==> src/rtl/icache_pkg.sv <==
// Shared types and constants for the direct-mapped instruction cache.
//   LINE_BYTES     : bytes per cache line (one instruction-memory block)
//   WORDS_PER_LINE : 32-bit instruction words per line
//   OFFSET_W       : byte-offset bits inside a line
//   icache_state_e : fill FSM states
package icache_pkg;

  localparam int unsigned LINE_BYTES     = 16;
  localparam int unsigned WORDS_PER_LINE = 4;
  localparam int unsigned OFFSET_W       = 4;
  localparam int unsigned LINE_W         = LINE_BYTES * 8;

  typedef enum logic [1:0] {
    IDLE,
    MEM_READ,
    UPDATE
  } icache_state_e;

endpackage

==> src/rtl/icache_word_select.sv <==
// Picks one 32-bit instruction word out of a 128-bit cache line.
//   line_data : full cache line, word n in bits [32n+31:32n]
//   word_sel  : word offset within the line (address bits [3:2])
//   word_data : selected instruction word
module icache_word_select
  import icache_pkg::*;
(
  input  logic [LINE_W-1:0] line_data,
  input  logic [1:0]        word_sel,
  output logic [31:0]       word_data
);

  always_comb begin
    word_data = line_data[31:0];
    unique case (word_sel)
      2'd0: word_data = line_data[31:0];
      2'd1: word_data = line_data[63:32];
      2'd2: word_data = line_data[95:64];
      2'd3: word_data = line_data[127:96];
      default: word_data = line_data[31:0];
    endcase
  end

endmodule

==> src/rtl/instruction_cache.sv <==
// Direct-mapped, read-only instruction cache between CPU fetch and a 128-bit
// block instruction memory. Hits return data in the request cycle; misses stall
// the CPU while the whole line is fetched, then complete as a hit.
//   clock, reset  : single clock, synchronous active-high reset
//   cpu_read      : fetch request (held with stable address while stalled)
//   cpu_address   : instruction byte address, bits [1:0] ignored
//   cpu_readdata  : fetched instruction, valid when cpu_read && !cpu_busywait
//   cpu_busywait  : stall to the CPU
//   mem_read      : block read request to instruction memory
//   mem_address   : block address (byte address [31:4])
//   mem_readdata  : returned block, byte n in bits [8n+7:8n]
//   mem_busywait  : memory busy, falls when mem_readdata is valid
module instruction_cache
  import icache_pkg::*;
#(
  parameter int unsigned NUM_LINES = 8
) (
  input  logic              clock,
  input  logic              reset,
  input  logic              cpu_read,
  input  logic [31:0]       cpu_address,
  output logic [31:0]       cpu_readdata,
  output logic              cpu_busywait,
  output logic              mem_read,
  output logic [27:0]       mem_address,
  input  logic [LINE_W-1:0] mem_readdata,
  input  logic              mem_busywait
);

  localparam int unsigned IDX_W = $clog2(NUM_LINES);
  localparam int unsigned TAG_W = 32 - OFFSET_W - IDX_W;

  // Storage arrays
  logic [TAG_W-1:0]  tag_q  [NUM_LINES];
  logic [LINE_W-1:0] data_q [NUM_LINES];
  logic [NUM_LINES-1:0] valid_q;

  // Request address split
  logic [TAG_W-1:0] req_tag;
  logic [IDX_W-1:0] req_index;
  logic [1:0]       req_offset;

  assign req_tag    = cpu_address[31:OFFSET_W+IDX_W];
  assign req_index  = cpu_address[OFFSET_W+IDX_W-1:OFFSET_W];
  assign req_offset = cpu_address[3:2];

  // Byte-within-word bits carry no information for word fetches.
  logic unused_byte_bits;
  assign unused_byte_bits = ^cpu_address[1:0];

  // FSM and fill bookkeeping
  icache_state_e    state_q, state_d;
  logic             seen_busy_q, seen_busy_d;
  logic [TAG_W-1:0] miss_tag_q, miss_tag_d;
  logic [IDX_W-1:0] miss_index_q, miss_index_d;
  logic [31:0]      readdata_q;

  logic        hit;
  logic        hit_ok;
  logic        fill_en;
  logic [31:0] hit_word;

  assign hit = valid_q[req_index] && (tag_q[req_index] == req_tag);

  icache_word_select u_word_select (
    .line_data (data_q[req_index]),
    .word_sel  (req_offset),
    .word_data (hit_word)
  );

  // Only an IDLE hit is a completed fetch; in other states the line may be
  // about to be replaced.
  assign hit_ok  = cpu_read && (state_q == IDLE) && hit;
  assign fill_en = (state_q == UPDATE);

  always_comb begin
    state_d      = state_q;
    seen_busy_d  = seen_busy_q;
    miss_tag_d   = miss_tag_q;
    miss_index_d = miss_index_q;
    unique case (state_q)
      IDLE: begin
        if (cpu_read && !hit) begin
          state_d      = MEM_READ;
          miss_tag_d   = req_tag;
          miss_index_d = req_index;
          // Memory already busy on the entry edge still counts as a handshake.
          seen_busy_d  = mem_busywait;
        end
      end
      MEM_READ: begin
        seen_busy_d = seen_busy_q | mem_busywait;
        if (seen_busy_q && !mem_busywait) begin
          state_d = UPDATE;
        end
      end
      UPDATE: begin
        state_d     = IDLE;
        seen_busy_d = 1'b0;
      end
      default: begin
        state_d     = IDLE;
        seen_busy_d = 1'b0;
      end
    endcase
  end

  always_ff @(posedge clock) begin
    if (reset) begin
      state_q      <= IDLE;
      seen_busy_q  <= 1'b0;
      miss_tag_q   <= '0;
      miss_index_q <= '0;
      valid_q      <= '0;
      readdata_q   <= '0;
    end else begin
      state_q      <= state_d;
      seen_busy_q  <= seen_busy_d;
      miss_tag_q   <= miss_tag_d;
      miss_index_q <= miss_index_d;
      if (fill_en) begin
        valid_q[miss_index_q] <= 1'b1;
      end
      if (hit_ok) begin
        readdata_q <= hit_word;
      end
    end
  end

  // Tag and data need no reset: the valid bits qualify them.
  always_ff @(posedge clock) begin
    if (!reset && fill_en) begin
      tag_q[miss_index_q]  <= miss_tag_q;
      data_q[miss_index_q] <= mem_readdata;
    end
  end

  assign mem_read     = (state_q == MEM_READ);
  assign mem_address  = (state_q == IDLE) ? cpu_address[31:4] : {miss_tag_q, miss_index_q};
  assign cpu_busywait = cpu_read && ((state_q != IDLE) || !hit);
  assign cpu_readdata = hit_ok ? hit_word : readdata_q;

endmodule
==> config.mk <==
export PLATFORM = sky130hd
export DESIGN_NAME = instruction_cache
export DESIGN_NICKNAME = d
export VERILOG_FILES = /design/src/rtl/icache_pkg.sv /design/src/rtl/icache_word_select.sv /design/src/rtl/instruction_cache.sv
export SDC_FILE = /design/constraint.sdc
export NUM_CORES = 1
export LEC_CHECK = 0
export CORE_MARGIN = 3
export CORE_UTILIZATION = 54
export DETAILED_ROUTE_END_ITERATION = 8
export GPL_TIMING_DRIVEN = 0
export PLACE_DENSITY = 0.75
export SYNTH_ARGS = -nofsm -noshare
export SYNTH_HDL_FRONTEND = slang
export SYNTH_SLANG_ARGS = --single-unit
==> constraint.sdc <==
create_clock -name clock -period 13 [get_ports clock]
set_input_delay 1.3 -clock clock [delete_from_list [all_inputs] [get_ports clock]]
set_output_delay 1.3 -clock clock [all_outputs]
set_load 0.005 [all_outputs]
==> metrics, run 1 <==
status finished clean; dpl cell area 0.0554 mm2; endpoints failing setup 0; Final Non-Filler Cells a little under 4k; Nets ~2.8k; Avg Inst Size Synth 23.1 um2; Clock Latency Late Sink ~0.73 ns; IO Port Bufs 219; max_slew headroom 17.9%; largest family of logic cells by synthesized area multiplexers; Compound-Gate Fraction of Synth Area approximately 1.6%; Clock Tree Root clkbuf_16; CTS tree built; Main synth FF type edfxtp_1; Setup crit start cpu_address[6]; pre-CTS WS about 5.7 ns; Fin Setup TNS 0 ns; Cells after Synth 2169; PnR Total Power just under 9 mW; Placer Congestion between 0.8 and 0.9; adder and majority cell fraction of the synthesized area 0%; Cell Area, Synth 0.0501 mm2; cell area power density ~150 mW/mm2; total CTS buffers roughly 130; Die X roughly 310 um; Post-synth EDFFs between 1k and 1.5k; Antenna Nets Post-Route 0; Syn Nets around 2.3k; CP Data Arrival Time 6.04 ns; DPL Wire Length 80300 um; post-CTS setup buffers 0; sequential area share after synthesis roughly three quarters; Core Footprint between 0.09 and 0.1 mm2; clk slew on worst S/H paths approximately 0.060 ns; worst setup margin approximately 5.7 ns; Yosys reg bits 1295; CP Max Fanout 10; RSZ-0062 raised after global routing no; max cap viols 0; via/cell ratio 6.28; # rows approximately 110; max-slew violation count 0; drt wl/cell 31.0 um; cts hold-fix bufs 0; Fmax around 140 MHz; Die ar. 0.0966 mm2; Sink Count 1295; Die Ht about 310 um; Pre-antenna DRT Iters 6; placed cells between 3k and 4k; worst vdd ir about 0.00014 V; fill count about 5.8k; vias in the first global route approximately 26k; DR iter-0 viols around 3.2k; # DRC 0; post-synthesis xor/xnor area fraction less than 1%; library cells used by synthesis 54; share of cells above drive strength 1 28.7%; CTS max path bufs 3; min cycle time layout between 7 and 8 ns; leak pwr roughly 20 nW; Hold Vio Cnt, Final 0; Synth-to-Final Area Change 18.7%; Worst Tran Pin Value approximately 1.2 ns; R2R Setup Slk between 9 and 10 ns; Switch Pwr 1.80 mW; # H-tree levels 4; final wirelength 123000 um; Setup crit start kind input pin; largest net degree at the start of global routing 25; via count 24.9k; I/O pins 226; Final Cycle Share approximately 56%; end of the critical path cpu_readdata[18]; Starting Density a little over half; Clk pwr share 41.7%; internal power just under 7 mW; Yosys warning total 0; Worst Skew 0.0274 ns; grt ovf 0; mux share of post-synthesis cell area between 10% and 20%; Total GRT Usage about 26%; simple-gate share of the synthesized area about 1.5%; combinational group share of total power roughly 5.3%; HP Class reg2reg; Final Instance Area ~0.06 mm2; Reg power frac between 50% and 60%; Switching Share between 20% and 30%; WS Path Type in2out; worst reg2reg path endpoint readdata_q[1]; initial antenna violation count 17; FF-to-FF Start tag_q[5][24]; R2R cell count 9; first-pass GRT wire length between 150000 and 200000 um; CP required between 10 and 15 ns; fraction of registers with async set or reset after synthesis 0%; post-CTS sizing 0; Crit. End Element primary output
## synthesized netlist by cell type, types with 11 or more instances
| master | count | area (um2) |
|---|---|---|
| a21oi_1 | 30 | 150 |
| a22o_1 | 22 | 193 |
| a41o_1 | 28 | 280 |
| and2_1 | 33 | 206 |
| buf_1 | 20 | 75.1 |
| buf_2 | 21 | 105 |
| buf_4 | 26 | 195 |
| clkbuf_1 | 42 | 158 |
| dfxtp_1 | 71 | 1420 |
| edfxtp_1 | 1224 | 36800 |
| mux2_2 | 62 | 698 |
| mux2_4 | 30 | 450 |
| mux2i_1 | 62 | 621 |
| mux4_2 | 346 | 7790 |
| nand2_1 | 32 | 120 |
| nor2_1 | 12 | 45.0 |
| xor2_1 | 11 | 96.3 |
## sequential cells by signal, indices dropped and copies added (netlist names)
signal	flops
data_q	1024
miss_index_q	3
miss_tag_q	25
readdata_q	32
seen_busy_q	1
state_q	2
tag_q	200
valid_q	8
## layout make-up
type	count	area, um2	area share, %
timing repair buffer	303	3650	6.13
inverter	1	3.75	0.00631
buffer	122	698	1.17
sequential	1295	38200	64.1
antenna	9	22.5	0.0378
multi-input combinational	751	11300	19.0
clock buffer	173	3590	6.03
clock inverter	63	498	0.837
tap	1243	1560	2.61
## how the worst min path moves through the flow
stage / cells past startpoint / from / to
detailed placement: 1 / valid_q[7] / valid_q[7]
finish: 1 / valid_q[6] / valid_q[6]
CTS: 1 / valid_q[7] / valid_q[7]
global route: 1 / valid_q[5] / valid_q[5]
global placement: 1 / valid_q[1] / valid_q[1]
floorplan: 1 / valid_q[2] / valid_q[2]
## critical path, cell delays in order
cell and delay [ns]:
clkdlybuf4s50_1 0.55, buf_4 0.22, buf_2 0.35, buf_4 0.33, buf_2 0.48, buf_1 0.95, mux4_2 0.69, mux2_2 0.33
mux2_4 0.28, clkdlybuf4s50_1 0.54
## layout by cell type, fill, tap and decap left out, types with 10 or more instances in the layout
cell type	synthesis	routed
mux4_2	346	346
buf_6	9	39
buf_12	2	34
buf_2	21	21
o21ai_0	10	10
a22o_1	22	22
nand2_1	32	32
mux2_2	62	62
a41o_1	28	28
clkbuf_16	0	135
and2_1	33	33
mux2i_1	62	62
clkbuf_1	42	73
clkinv_1	1	26
a21oi_1	30	30
buf_4	26	28
edfxtp_1	1224	1224
dfxtp_1	71	71
clkinv_2	0	18
clkdlybuf4s50_1	0	219
mux2_4	30	30
buf_16	0	13
buf_1	20	20
xor2_1	11	11
## power groups by stage
stage	logic (mW)	registers (mW)	clock network (mW)
final	0.457	4.59	3.60
after global routing	0.482	4.58	3.82
after CTS	0.460	4.59	3.64
after detailed placement	0.455	4.67	0
after global placement	0.442	4.67	0
after floorplan	0.247	4.67	0
## routing by layer
layer  part of all wire [%]  wire length, um  track usage [%]
met5                  0.088              108                0
met4                    2.6             3140             7.72
met3                    9.5            11600             6.45
met2                     50            61000             41.3
met1                     38            46700             35.3
## per-stage QoR
| stage | hold WS [ns] | utilization [%] |
|---|---|---|
| CTS | 0.455 | 64.8 |
| floorplan | 0.421 | - |
| global placement | 0.429 | 58.7 |
| global route | 0.480 | 64.8 |
| finish | 0.454 | 64.8 |
| detailed placement | 0.440 | 60.3 |
## cell families (layout without fill, tap and decap cells)
logic type,after synthesis,after routing
buffers and inverters,123,662
other,0,9
multiplexers,502,502
flip-flops,1295,1295
XOR/XNOR,13,13
AO/OA/AOI/OAI,107,107
AND/OR/NAND/NOR,129,129
(Power assumes the default switching activity.)
==> inputs of run 2 (changes only) <==
- clock period: 13 -> 6.21 ns (I/O delays scaled with it)
==> run 2 against run 1 <==
  * Via count shrank 0.64%
  * Critical path depth is the same
  * Global-route usage is 0.19 points lower
  * Clock skew down 0.0070 ns
  * Combinational power rose by 110%
  * Sequential power grew 110%
  * Final area is 0.46% higher
  * Critical endpoint is now cpu_readdata[22]
==> metrics, run 2 (same netlist as run 1, synthesis figures left out) <==
status finished clean; Die Ht 311 um (unchanged); IO Port Bufs 219 (unchanged); dpl cell area 0.0555 mm2 (+0.23%); initial antenna violation count 26 (+9); clk slew on worst S/H paths 0.06 ns (about the same); R2R Setup Slk 2.88 ns (-6.79 ns); Core Footprint 0.0918 mm2 (unchanged); Final Instance Area 0.0598 mm2 (+0.46%); total CTS buffers 130 (-1.5%); HP Class reg2reg; max_slew headroom 19.4% (+1.4 points); drt wl/cell 30.9 um (about the same); DR iter-0 viols 3167 (+0.41%); min cycle time layout about 5.8 ns; WS Path Type in2out; CTS tree built; post-CTS setup buffers 0 (unchanged); Die ar. 0.0966 mm2 (unchanged); R2R cell count 9 (unchanged); commonest non-fill, non-tap cell in the layout edfxtp_1; CP Data Arrival Time 5.20 ns (-0.84 ns); Placer Congestion 0.884 (+3.4%); share of cells above drive strength 1 28.5% (-0.23 points); cell area power density 306 mW/mm2 (+110%); most frequent cells in the layout edfxtp_1, mux4_2, clkdlybuf4s50_1; Starting Density 54.6% (unchanged); final design utilization 65.1% (+0.30 points); Total GRT Usage 25.5% (-0.19 points); min-delay src valid_q[5]; PnR Total Power 18.3 mW (+110%); cts hold-fix bufs 0 (unchanged); Crit path largest cell delay 0.87 ns (-0.08 ns); Fin Setup TNS 0 ns (unchanged); # H-tree levels 4 (unchanged); worst vdd ir 0.000279 V (+100%); Setup crit start kind input pin; via count 24.7k (-0.64%); Hold Vio Cnt, Final 0 (unchanged); final wirelength 122000 um (-0.23%); Worst Skew 0.0205 ns (-0.00697 ns); Crit. End Element primary output; leak pwr 19.6 nW (+0.27%); max cap viols 0 (unchanged); Fmax around 170 MHz; max reg flops 1024 (unchanged); crit path max-delay cell type buf_1; hold path depth 1 (unchanged); post-CTS sizing 0 (unchanged); # DRC 0 (unchanged); Worst path top cell family by delay buffers and inverters; FF-to-FF Start tag_q[1][14]; Clock Latency Late Sink 0.72 ns (about the same); Worst Tran Pin Value 1.21 ns (-0.0216 ns); endpoints failing setup 0 (unchanged); Biggest register data_q; max-slew violation count 0 (unchanged); first-pass GRT wire length 178000 um (-1.2%); # rows 111 (unchanged); Final Cycle Share a little over nine tenths; via/cell ratio 6.25 (-0.44%); largest net degree at the start of global routing 26 (+4.0%); crit path buf inv count 7 (unchanged); Synth-to-Final Area Change 19.2%; CP required 5.59 ns (-6.11 ns); Die X 311 um (unchanged); worst reg2reg path endpoint readdata_q[27]; RSZ-0062 raised after global routing no; Nets 2753 (-0.61%); vias in the first global route 25.6k (-1.3%); Hold Path Sink valid_q[5]; worst path cell trace clkdlybuf4s50_1 > buf_4 > buf_2 > buf_4 > buf_2 > buf_1 > mux4_2 > mux2_2 > mux2_4 > clkdlybuf4s50_1; grt ovf 0 (unchanged); Sink Count 1295 (unchanged); Antenna Nets Post-Route 0 (unchanged); CTS max path bufs 3 (unchanged); Pre-antenna DRT Iters 8 (+2); CP Max Fanout 10 (unchanged); DPL Wire Length 80100 um (-0.32%); Clock Tree Root clkbuf_16; I/O pins 226 (unchanged); Largest regs data_q: 1024 flops, tag_q: 200 flops, readdata_q: 32 flops
==> run 2: changes by cell type in the layout (fill, tap and decap cells not counted), sizes merged <==
cell / change
bufinv: +3
clkbuf: +6
diode: +5
clkinv: -3
inv: -4
buf: -15
==> run 2: cell type report <==
| type | instances | area [um2] |
|---|---|---|
| Sequential cell | 1295 | 38200 |
| Fill cell | 5684 | 32000 |
| Multi-Input combinational cell | 751 | 11300 |
| Timing Repair Buffer | 288 | 3760 |
| Clock buffer | 179 | 3650 |
| Tap cell | 1243 | 1560 |
| Buffer | 122 | 698 |
| Clock inverter | 59 | 568 |
| Antenna cell | 14 | 35.0 |
| Inverter | 1 | 3.75 |
==> run 2: worst max path at each step <==
stage | start | endpoint | slack [ns] | cells after the start
after floorplan | reset | data_q[7][0] | -1.77 | 3
after global placement | reset | data_q[3][7] | -9.48 | 4
after detailed placement | cpu_address[6] | cpu_readdata[20] | 0.35 | 10
after CTS | cpu_address[6] | cpu_readdata[22] | 0.35 | 10
after global routing | cpu_address[6] | cpu_readdata[22] | 0.16 | 10
final | cpu_address[6] | cpu_readdata[22] | 0.39 | 10
==> run 2: routing by layer <==
layer / global-route usage (%) / wire length, um
met1: 34.6 / 45800
met2: 42.1 / 62000
met3: 5.75 / 11300
met4: 7.50 / 3160
met5: 0 / 114
==> run 2: metrics by stage <==
stage | hold slack (ns) | instances | setup slack, ns
detailed placement | 0.440 | 3700 | 0.350
global placement | 0.430 | 3631 | -9.48
floorplan | 0.421 | 2169 | -1.77
finish | 0.456 | 3952 | 0.390
global route | 0.465 | 3943 | 0.163
CTS | 0.454 | 3938 | 0.345
==> run 2: power breakdown <==
| part | switching (mW) | total, mW | internal [mW] | leakage [nW] |
|---|---|---|---|---|
| clock network | 3.24 | 7.71 | 4.48 | 2.06 |
| registers | 0.0369 | 9.60 | 9.56 | 11.7 |
| logic | 0.495 | 0.960 | 0.465 | 5.83 |
| total | 3.77 | 18.3 | 14.5 | 19.6 |
